$ cat src/rtl/select_decoder.sv
// rtl/select_decoder.sv - registered one-hot select generator with DECODE and dwell-timed SCAN modes
module select_decoder #(
    parameter int SEL_WIDTH   = 3,
    parameter int NUM_OUT     = 8,
    parameter int DWELL_WIDTH = 8,
    parameter int ACTIVE_LOW  = 0
) (
    input  logic                   clk,
    input  logic                   reset,
    input  logic                   en,
    input  logic                   mode,
    input  logic                   load,
    input  logic [SEL_WIDTH-1:0]   sel,
    input  logic [DWELL_WIDTH-1:0] dwell,
    output logic [NUM_OUT-1:0]     y,
    output logic [SEL_WIDTH-1:0]   index,
    output logic                   valid,
    output logic                   wrap
);

    localparam logic [SEL_WIDTH:0]   NUM_OUT_W = (SEL_WIDTH+1)'(NUM_OUT);
    localparam logic [SEL_WIDTH-1:0] LAST_IDX  = SEL_WIDTH'(NUM_OUT - 1);
    localparam logic [NUM_OUT-1:0]   Y_OFF     = {NUM_OUT{ACTIVE_LOW != 0}};

    typedef enum logic [1:0] {ST_OFF, ST_DECODE, ST_SCAN} state_t;

    state_t                 state, state_n;
    logic [DWELL_WIDTH-1:0] cnt, cnt_n;
    logic [SEL_WIDTH-1:0]   idx_n;
    logic [NUM_OUT-1:0]     oh_n;
    logic                   valid_n, wrap_n, sel_ok;

    function automatic logic [NUM_OUT-1:0] onehot(input logic [SEL_WIDTH-1:0] i);
        logic [NUM_OUT-1:0] r;
        r = '0;
        for (int b = 0; b < NUM_OUT; b++) begin
            if (i == SEL_WIDTH'(b)) r[b] = 1'b1;
        end
        return r;
    endfunction

    assign sel_ok = ({1'b0, sel} < NUM_OUT_W);

    always_ff @(posedge clk or posedge reset) begin
        if (reset) begin
            state <= ST_OFF;
            cnt   <= '0;
            index <= '0;
            y     <= Y_OFF;
            valid <= 1'b0;
            wrap  <= 1'b0;
        end else begin
            state <= state_n;
            cnt   <= cnt_n;
            index <= idx_n;
            y     <= oh_n ^ Y_OFF;
            valid <= valid_n;
            wrap  <= wrap_n;
        end
    end

    always_comb begin
        state_n = state;
        cnt_n   = cnt;
        idx_n   = index;
        oh_n    = '0;
        valid_n = 1'b0;
        wrap_n  = 1'b0;
        if (!en) begin
            state_n = ST_OFF;
        end else if (!mode) begin
            state_n = ST_DECODE;
            idx_n   = sel;
            oh_n    = onehot(sel);
            valid_n = sel_ok;
        end else begin
            state_n = ST_SCAN;
            valid_n = 1'b1;
            // Entry and load restart the walk; load deliberately pre-empts a due advance.
            if (state != ST_SCAN || load) begin
                idx_n = sel_ok ? sel : '0;
                cnt_n = dwell;
            end else if (cnt != '0) begin
                cnt_n = cnt - DWELL_WIDTH'(1);
            end else begin
                cnt_n = dwell;
                if (index >= LAST_IDX) begin
                    idx_n  = '0;
                    wrap_n = 1'b1;
                end else begin
                    idx_n = index + SEL_WIDTH'(1);
                end
            end
            oh_n = onehot(idx_n);
        end
    end

endmodule
$ cat config.mk
export PLATFORM = sky130hd
export DESIGN_NAME = select_decoder
export DESIGN_NICKNAME = d
export VERILOG_FILES = /design/src/rtl/select_decoder.sv
export SDC_FILE = /design/constraint.sdc
export NUM_CORES = 1
export LEC_CHECK = 0
export ABC_AREA = 0
export CORE_MARGIN = 2
export CORE_UTILIZATION = 50
export CTS_CLUSTER_SIZE = 40
export DETAILED_ROUTE_END_ITERATION = 10
export DONT_BUFFER_PORTS = 1
export GPL_TIMING_DRIVEN = 0
export PLACE_DENSITY = 0.62
export SLEW_MARGIN = 20
export SYNTH_ARGS = -nofsm -noshare
export SYNTH_HDL_FRONTEND = slang
export SYNTH_SLANG_ARGS = --single-unit
$ cat constraint.sdc
create_clock -name clk -period 5.7 [get_ports clk]
set_input_delay 0.855 -clock clk [delete_from_list [all_inputs] [get_ports clk]]
set_output_delay 0.855 -clock clk [all_outputs]
set_load 0.01 [all_outputs]
* Word-level counts from Yosys, hierarchy flattened
Cells that the tools add are included.
** Storage, ports and cells
- Flip-flop bits (word level) :: 23
- Input bits :: 16
- Output and inout bits :: 13
- Logic and storage cells :: 63
** Cells by class
- Add/subtract/negate cells :: 2
- Order comparisons :: 1
- Equal/unequal tests :: 15
- Muxes and demuxes :: 34
- Reductions and logical operators :: 5
** Operator list (number)
- 8-bit two-way mux :: 4
- 3-bit == test (second input constant) :: 8
- 1-bit two-way mux :: 22
- 3-bit two-way mux :: 6
- 3-bit by 2-bit == test with 1-bit output (second input constant) :: 4
- 8-bit nonzero test :: 1
- 8-bit by 1-bit subtractor with 8-bit output (second input constant) :: 1
- 3-bit by 1-bit == test with 1-bit output (second input constant) :: 2
- 3-bit logical NOT :: 2
- 2-bit two-way mux :: 2
- 3-bit by 1-bit adder with 3-bit output (second input constant) :: 1
- 3-bit >= comparator (second input constant) :: 1
- 2-bit inequality test (second input constant) :: 1
- 2-bit AND reduction :: 1
- 1-bit logical OR :: 1

* Depth between registers and ports, before layout
Gate-level depths: netlist of run 1.
- Word-level depth :: 10
- Depth in mapped cells :: 6

* Least setup slack after synthesis of run 1
Ideal clock, no wire load.
- Path type :: input port to flip-flop
- Start :: input port load
- End :: register cnt[3]
- Setup time :: 121 ps
- Arrival time :: 1916 ps
- Path slack :: 3663 ps
- Cell stages on the path :: 4
- Path buffers :: 0
- Cells stage by stage :: or3b_2 > a21oi_2 > mux2i_1 > a22o_1
** Between the ends
- Word-level cells in the longest chain between the ends :: 2
** RTL lines
- start, declared :: RTL line 12 : input logic load,
- 1-bit logical OR :: RTL line 80 : if (state != ST_SCAN || load) begin
- 8-bit two-way mux :: RTL line 80
- end signal, assigned :: RTL line 54 : cnt <= cnt_n;
- end, declared :: RTL line 28 : logic [DWELL_WIDTH-1:0] cnt, cnt_n;
Every way passes these cells.
A chain may end at the register's enable or synchronous reset.

* Worst setup path after layout of run 1
- Start :: register cnt[0]
- End :: register cnt[6]
** Between the ends
- Word-level cells in the longest chain between the ends :: 3
** RTL lines
- 8-bit by 1-bit subtractor with 8-bit output or 8-bit nonzero test (tied branches) :: RTL line 84, 83
- 8-bit two-way mux (*) :: RTL line 83 : end else if (cnt != '0) begin
- 8-bit two-way mux (*) :: RTL line 80
Mark *: on every way between the ends. The rest lies on a longest branch, timed or not.

==> flow_metrics.tcl, run 1 <==
set metrics [dict create \
    die_x_um 55.48 \
    synth_edf_count 0 \
    seq_area_frac_synth 0.4344 \
    yosysMostFrequentCell "dfrtp_1" \
    grt_pass1_wl_um 4692 \
    timing.fmax_mhz 495.8 \
    synth_area_um2 1325 \
    synth_top_area_frac 0.4344 \
    finalCritPeriodShare 0.3539 \
    vdd_ir_drop_max_uv 138.2 \
    leakagePower_nw 0.5489 \
    regArea_um2 575.6 \
    dp_cells 157 \
    grt_use_total 0.1905 \
    post_cts_buffers 0 \
    multi_input_area_um2 695.7 \
    arrival_ns 2.26 \
    drive_gt1_frac 0.1908 \
    critPathMaxFanout 4 \
    critical_path_required_ns 5.94 \
    first_iter_violations 18 \
    area_delta_synth_final_pct 4.910 \
    cts_tree "built" \
    antennaDiodeCount 0 \
    max-clock-path-buffers 2 \
    cts_resized 0 \
    final_util 0.5561 \
    cp-start-kind "register" \
    ys_warn_count 0 \
    io_pins 29 \
    synth_cells 127 \
    drv_cap 0 \
    finalInstanceArea_um2 1390 \
    dp_hpwl_um 1989 \
    power.total_uw 347.2 \
    async_flop_share 1.000 \
    highest_layer "met4" \
    root_buffer "clkbuf_4" \
    critical_path_class "register to register" \
    power_density_nw_per_um2 249.8 \
    wl_met3_um 143 \
    antenna_left 0 \
    dieArea_um2 3078 \
    status "finished clean" \
    cts_made_buffers 3 \
    fin_cells 161 \
    holdWs_ns 0.5525 \
    clk_pin_slew_ns 0.13 \
    cts_hold_buf 0 \
    synthTopCellsByArea "dfrtp_1 (43%), ha_1 (3.8%), o21ai_0 (3.0%)" \
    post-place-ws_ns 3.474 \
    nFillCells 215 \
    ys_ff_latch 23 \
    yosys.area.top_type "dfrtp_1" \
    postLayoutSetupSlackWorst_ns 3.683 \
    synthTopCellsByCount "dfrtp_1 (23), o21ai_0 (8), nor3_1 (7)" \
    setup_viol 0 \
    drtPass1Iterations 4 \
    placed_cell_area_um2 1363 \
    wl_met2_um 1321 \
    cp-end-kind "register" \
    wl_um 2689 \
    ys_types 50 \
    hold_viol 0 \
    fp.dieH_um 55.48 \
    start_util 0.5300 \
    final_max_slew_viol_count 0 \
    vias 1018 \
    grt_setup_unrepaired "false" \
    finClkSkew_ns 0.008776 \
    h-tree-depth 1 \
    avgRoutedWirePerCell_um 16.70 \
    antenna_found_initial 0 \
    hold_path_class "register to register" \
    avgViaCountPerCell 6.323 \
    worstSkewPairLatency_ns 0.31 \
    io_buffers 0 \
    synth-main-ff-cell "dfrtp_1" \
    layout.nets 152 \
    drc 0 \
    wl_met1_um 1209 \
    gp_congestion 0.7910 \
    gr-total-overflow 0 \
    tns_ns 0 \
    syn_avg_cell_area_um2 10.43 \
    clock-sinks 23 \
    period_needed_ns 2.017 \
    grt_max_degree 24 \
    row_count 18 \
    core_um2 2500 \
    grt_pass1_vias 990 \
    worstMarginPinSlew_ns 0.8413 \
    slew_headroom 0.4385 \
    synthesis.nets 147 \
]
power breakdown:
group / internal [mW] / switching [mW]
sequential: 0.177 / 0.0217
clock: 0.0262 / 0.0492
combinational: 0.0331 / 0.0399
total: 0.236 / 0.111
placed cells by master (no fill, tap or decap), types with 3 or more instances in the layout:
cell / count
nor2_1: 4
nand2_1: 5
nand3_1: 5
clkbuf_4: 3
a21oi_1: 5
a211oi_1: 5
inv_1: 5
o2bb2ai_1: 4
nor3_1: 7
or3b_2: 3
dfrtp_1: 23
o21ai_0: 8
o211ai_1: 3
ha_1: 4
per-layer routing:
metal,vias to the layer above,GRT usage
met5,-,0
met2,34,0.3214
met3,2,0.04684
met4,0,0.05575
li1,502,-
met1,480,0.2410
state kept, by name (all words and copies together) (netlist names):
| name | cells |
|---|---|
| state | 2 |
| index | 3 |
| cnt | 8 |
| valid | 1 |
| y | 8 |
| wrap | 1 |
cell type report:
| class | instances | share of cell area |
|---|---|---|
| inverters | 6 | 0.01620 |
| plain buffers | 4 | 0.02250 |
| well taps | 30 | 0.02700 |
| flip-flops and latches | 23 | 0.4140 |
| clock buffers | 3 | 0.01620 |
| clock inverters | 1 | 0.003600 |
| multi-input cells | 94 | 0.5005 |
cells by family (layout without fill, tap and decap cells):
logic type / count (synthesis) / count (layout) / synth area share
AOI/OAI and AO/OA: 42 / 42 / 0.2333
adders and majority gates: 4 / 4 / 0.03777
buffers and inverters: 10 / 14 / 0.04060
DFF: 23 / 23 / 0.4344
muxes: 4 / 4 / 0.03211
and+or+nand+nor: 44 / 44 / 0.2219
path summary, 6_finish.rpt:
path                            cells past startpoint    from  slack (ns)  endpoint
worst max register to register                      6  cnt[0]        3.68    cnt[6]
worst min register to register                      2  cnt[1]        0.55    cnt[1]
min in group asynchronous                           1   reset        0.59    cnt[1]
max in group asynchronous                           1   reset        4.59  index[0]
worst min-delay path                                2  cnt[1]        0.55    cnt[1]
worst max-delay path                                6  cnt[0]        3.68    cnt[6]
worst max-delay path: stages (launching register included):
cell and delay (ns):
dfrtp_1 0.41, inv_1 0.12, ha_1 0.19, or3b_2 0.49
or3_2 0.42, a21oi_1 0.16, a2bb2oi_1 0.15
Power figures use the tool's default switching activity.
==> run 2: changes to the inputs <==
--- a/config.mk
+++ b/config.mk
@@ -12,7 +12,7 @@
 export DETAILED_ROUTE_END_ITERATION = 10
 export DONT_BUFFER_PORTS = 1
 export GPL_TIMING_DRIVEN = 0
-export PLACE_DENSITY = 0.62
+export PLACE_DENSITY = 0.65
 export SLEW_MARGIN = 20
 export SYNTH_ARGS = -nofsm -noshare
 export SYNTH_HDL_FRONTEND = slang
==> constraint.sdc (replaced) <==
create_clock -name clk -period 1.8 [get_ports clk]
set_input_delay 0.27 -clock clk [delete_from_list [all_inputs] [get_ports clk]]
set_output_delay 0.27 -clock clk [all_outputs]
set_load 0.01 [all_outputs]
==> run 2 against run 1 <==
The run now ends with hold timing, setup timing left; worst hold slack worse by 0.56 ns; count of clock-buffer cells in the layout stayed put; critical path depth stayed put; clock power grew to 3.3 times the previous value; die area stayed put; final area is 17% higher; fmax is 8.6% higher; sequential share of layout area is 5.7 points lower; wire length is 14% higher; final cell count is 7.5% higher; non-clock buffer count is 12 higher; largest cell class unchanged; largest power group unchanged.
==> flow_metrics.tcl, run 2 (synthesis gave the netlist of run 1 again) <==
set metrics [dict create \
    dp_hpwl_um 1976 \
    tns_ns -0.1320 \
    slew_headroom 0.4301 \
    core_um2 2500 \
    swShare 0.3293 \
    io_pins 29 \
    final_util 0.6486 \
    fin_cells 173 \
    grt_pass1_vias 1069 \
    cp-start-kind "register" \
    power_density_nw_per_um2 771.1 \
    layout_commonest_cell "dfrtp_1" \
    critPathMaxFanout 5 \
    period_needed_ns 1.858 \
    top_regs "cnt (8), y (8), index (3)" \
    finalInstanceArea_um2 1622 \
    vdd_ir_drop_max_uv 520.8 \
    antennaDiodeCount 0 \
    status "complete, but fails checks" \
    hold_viol 9 \
    drv_cap 0 \
    wl_um 3067 \
    switchingPower_uw 411.7 \
    row_count 18 \
    p_int_uw 838.7 \
    gr-total-overflow 0 \
    critical_path_class "register to register" \
    hold_path_class "input port to async pin" \
    final_max_slew_viol_count 0 \
    die_x_um 55.48 \
    h-tree-depth 1 \
    leakagePower_nw 0.6184 \
    seqPwrFrac 0.508 \
    grt_setup_unrepaired "true" \
    holdWs_ns -0.003249 \
    root_buffer "clkbuf_4" \
    grt_max_degree 24 \
    placed_cell_area_um2 1365 \
    timing.fmax_mhz 538.2 \
    grt_use_total 0.2048 \
    drc 0 \
    drtPass1Iterations 4 \
    dp_cells 157 \
    postLayoutSetupSlackWorst_ns -0.05807 \
    gp_congestion 0.8387 \
    clock-sinks 23 \
    clkPwrFrac 0.199 \
    drive_gt1_frac 0.3636 \
    pwr-share-comb 0.293 \
    worstSkewPairLatency_ns 0.32 \
    cp-end-kind "register" \
    violations "hold timing, setup timing" \
    cts_made_buffers 3 \
    layout.nets 164 \
    avgViaCountPerCell 6.561 \
    worstMarginPinSlew_ns 0.8539 \
    avgRoutedWirePerCell_um 17.73 \
    start_util 0.5300 \
    finClkSkew_ns 0.005617 \
    area_delta_synth_final_pct 22.38 \
    dieArea_um2 3078 \
    first_iter_violations 25 \
    max-clock-path-buffers 2 \
    final_cell_mix "dfrtp_1 (20), buf_4 (9), nor3_1 (7), o21ai_0 (6)" \
    fp.dieH_um 55.48 \
    vias 1135 \
    arrival_ns 2.08 \
    grt_pass1_wl_um 5092 \
    finalCritPeriodShare 1.032 \
    clk_pin_slew_ns 0.13 \
    antenna_found_initial 0 \
    power.total_mw 1.250 \
    antenna_left 0 \
    critical_path_required_ns 2.02 \
    cts_tree "built" \
    setup_viol 7 \
    post-place-ws_ns -0.1585 \
    io_buffers 0 \
]
## run 2: changes by cell type in the layout (fill, tap and decap cells not counted), moves of 2 or more
cell and delta:
a211oi_2 +5, dfrtp_1 -3, buf_4 +9, dfrtp_2 +3, ha_4 +3, inv_1 -2
or3b_2 -3, o21ai_0 -2, inv_2 +2, or3b_4 +3, ha_1 -4, dlygate4sd3_1 +2
o21ai_1 +2, a211oi_1 -5
## run 2: area by class of cell
type	count	area (um^2)
buffer	3	20.02
tap	30	37.54
timing repair buffer	13	102.6
inverter	6	22.52
sequential	23	579.3
clock inverter	1	7.507
fill	194	878.3
multi-input combinational	94	829.5
clock buffer	3	22.52
## run 2: path summary, 6_finish.rpt
path	start	end	slack, ns	depth (start not counted)
setup / recovery	cnt[0]	index[0]	-0.06	6
hold / removal	reset	y[1]	-0.003	1
setup reg to reg	cnt[0]	index[0]	-0.06	6
hold reg to reg	cnt[7]	cnt[7]	0.60	1
max in group asynchronous	reset	cnt[5]	1.22	1
min in group clk	dwell[1]	cnt[1]	0.15	2
## run 2: repair_timing
| item | in CTS | in global routing |
|---|---|---|
| setup buffers | 6 | 5 |
| gates resized for setup | 19 | 12 |
| endpoints found under the setup margin | 17 | 17 |
| hold endpoints to repair | 2 | 0 |
| pin swaps | 6 | 12 |
| hold buffers | 2 | 0 |
## run 2: critical path, stage by stage (launching register included)
cell and delay (ns):
dfrtp_1 0.41, inv_2 0.10, ha_4 0.14, or3b_4 0.44, o211ai_2 0.21, nand3_2 0.17, mux2_2 0.29
## run 2: routing by layer
layer / global-route usage / part of all wire / vias up
li1: - / - / 523
met1: 0.2949 / 0.46 / 564
met2: 0.3129 / 0.47 / 42
met3: 0.03747 / 0.057 / 6
met4: 0.06272 / 0.014 / 0
met5: 0 / 0 / -
## run 2: power by group through the flow
| stage | clock network (mW) | registers, mW | logic [mW] |
|---|---|---|---|
| finish | 0.248 | 0.636 | 0.366 |
| global route | 0.277 | 0.644 | 0.404 |
| CTS | 0.255 | 0.630 | 0.305 |
| detailed placement | 0 | 0.640 | 0.234 |
| global placement | 0 | 0.638 | 0.228 |
| floorplan | 0 | 0.626 | 0.195 |
==> run 3: changes to the inputs <==
--- a/config.mk
+++ b/config.mk
@@ -13,7 +13,7 @@
 export DONT_BUFFER_PORTS = 1
 export GPL_TIMING_DRIVEN = 0
 export PLACE_DENSITY = 0.65
-export SLEW_MARGIN = 20
 export SYNTH_ARGS = -nofsm -noshare
 export SYNTH_HDL_FRONTEND = slang
 export SYNTH_SLANG_ARGS = --single-unit
+export TNS_END_PERCENT = 100
==> results of run 3 <==
Final layout, timing and power as in run 2 (identical DEF).
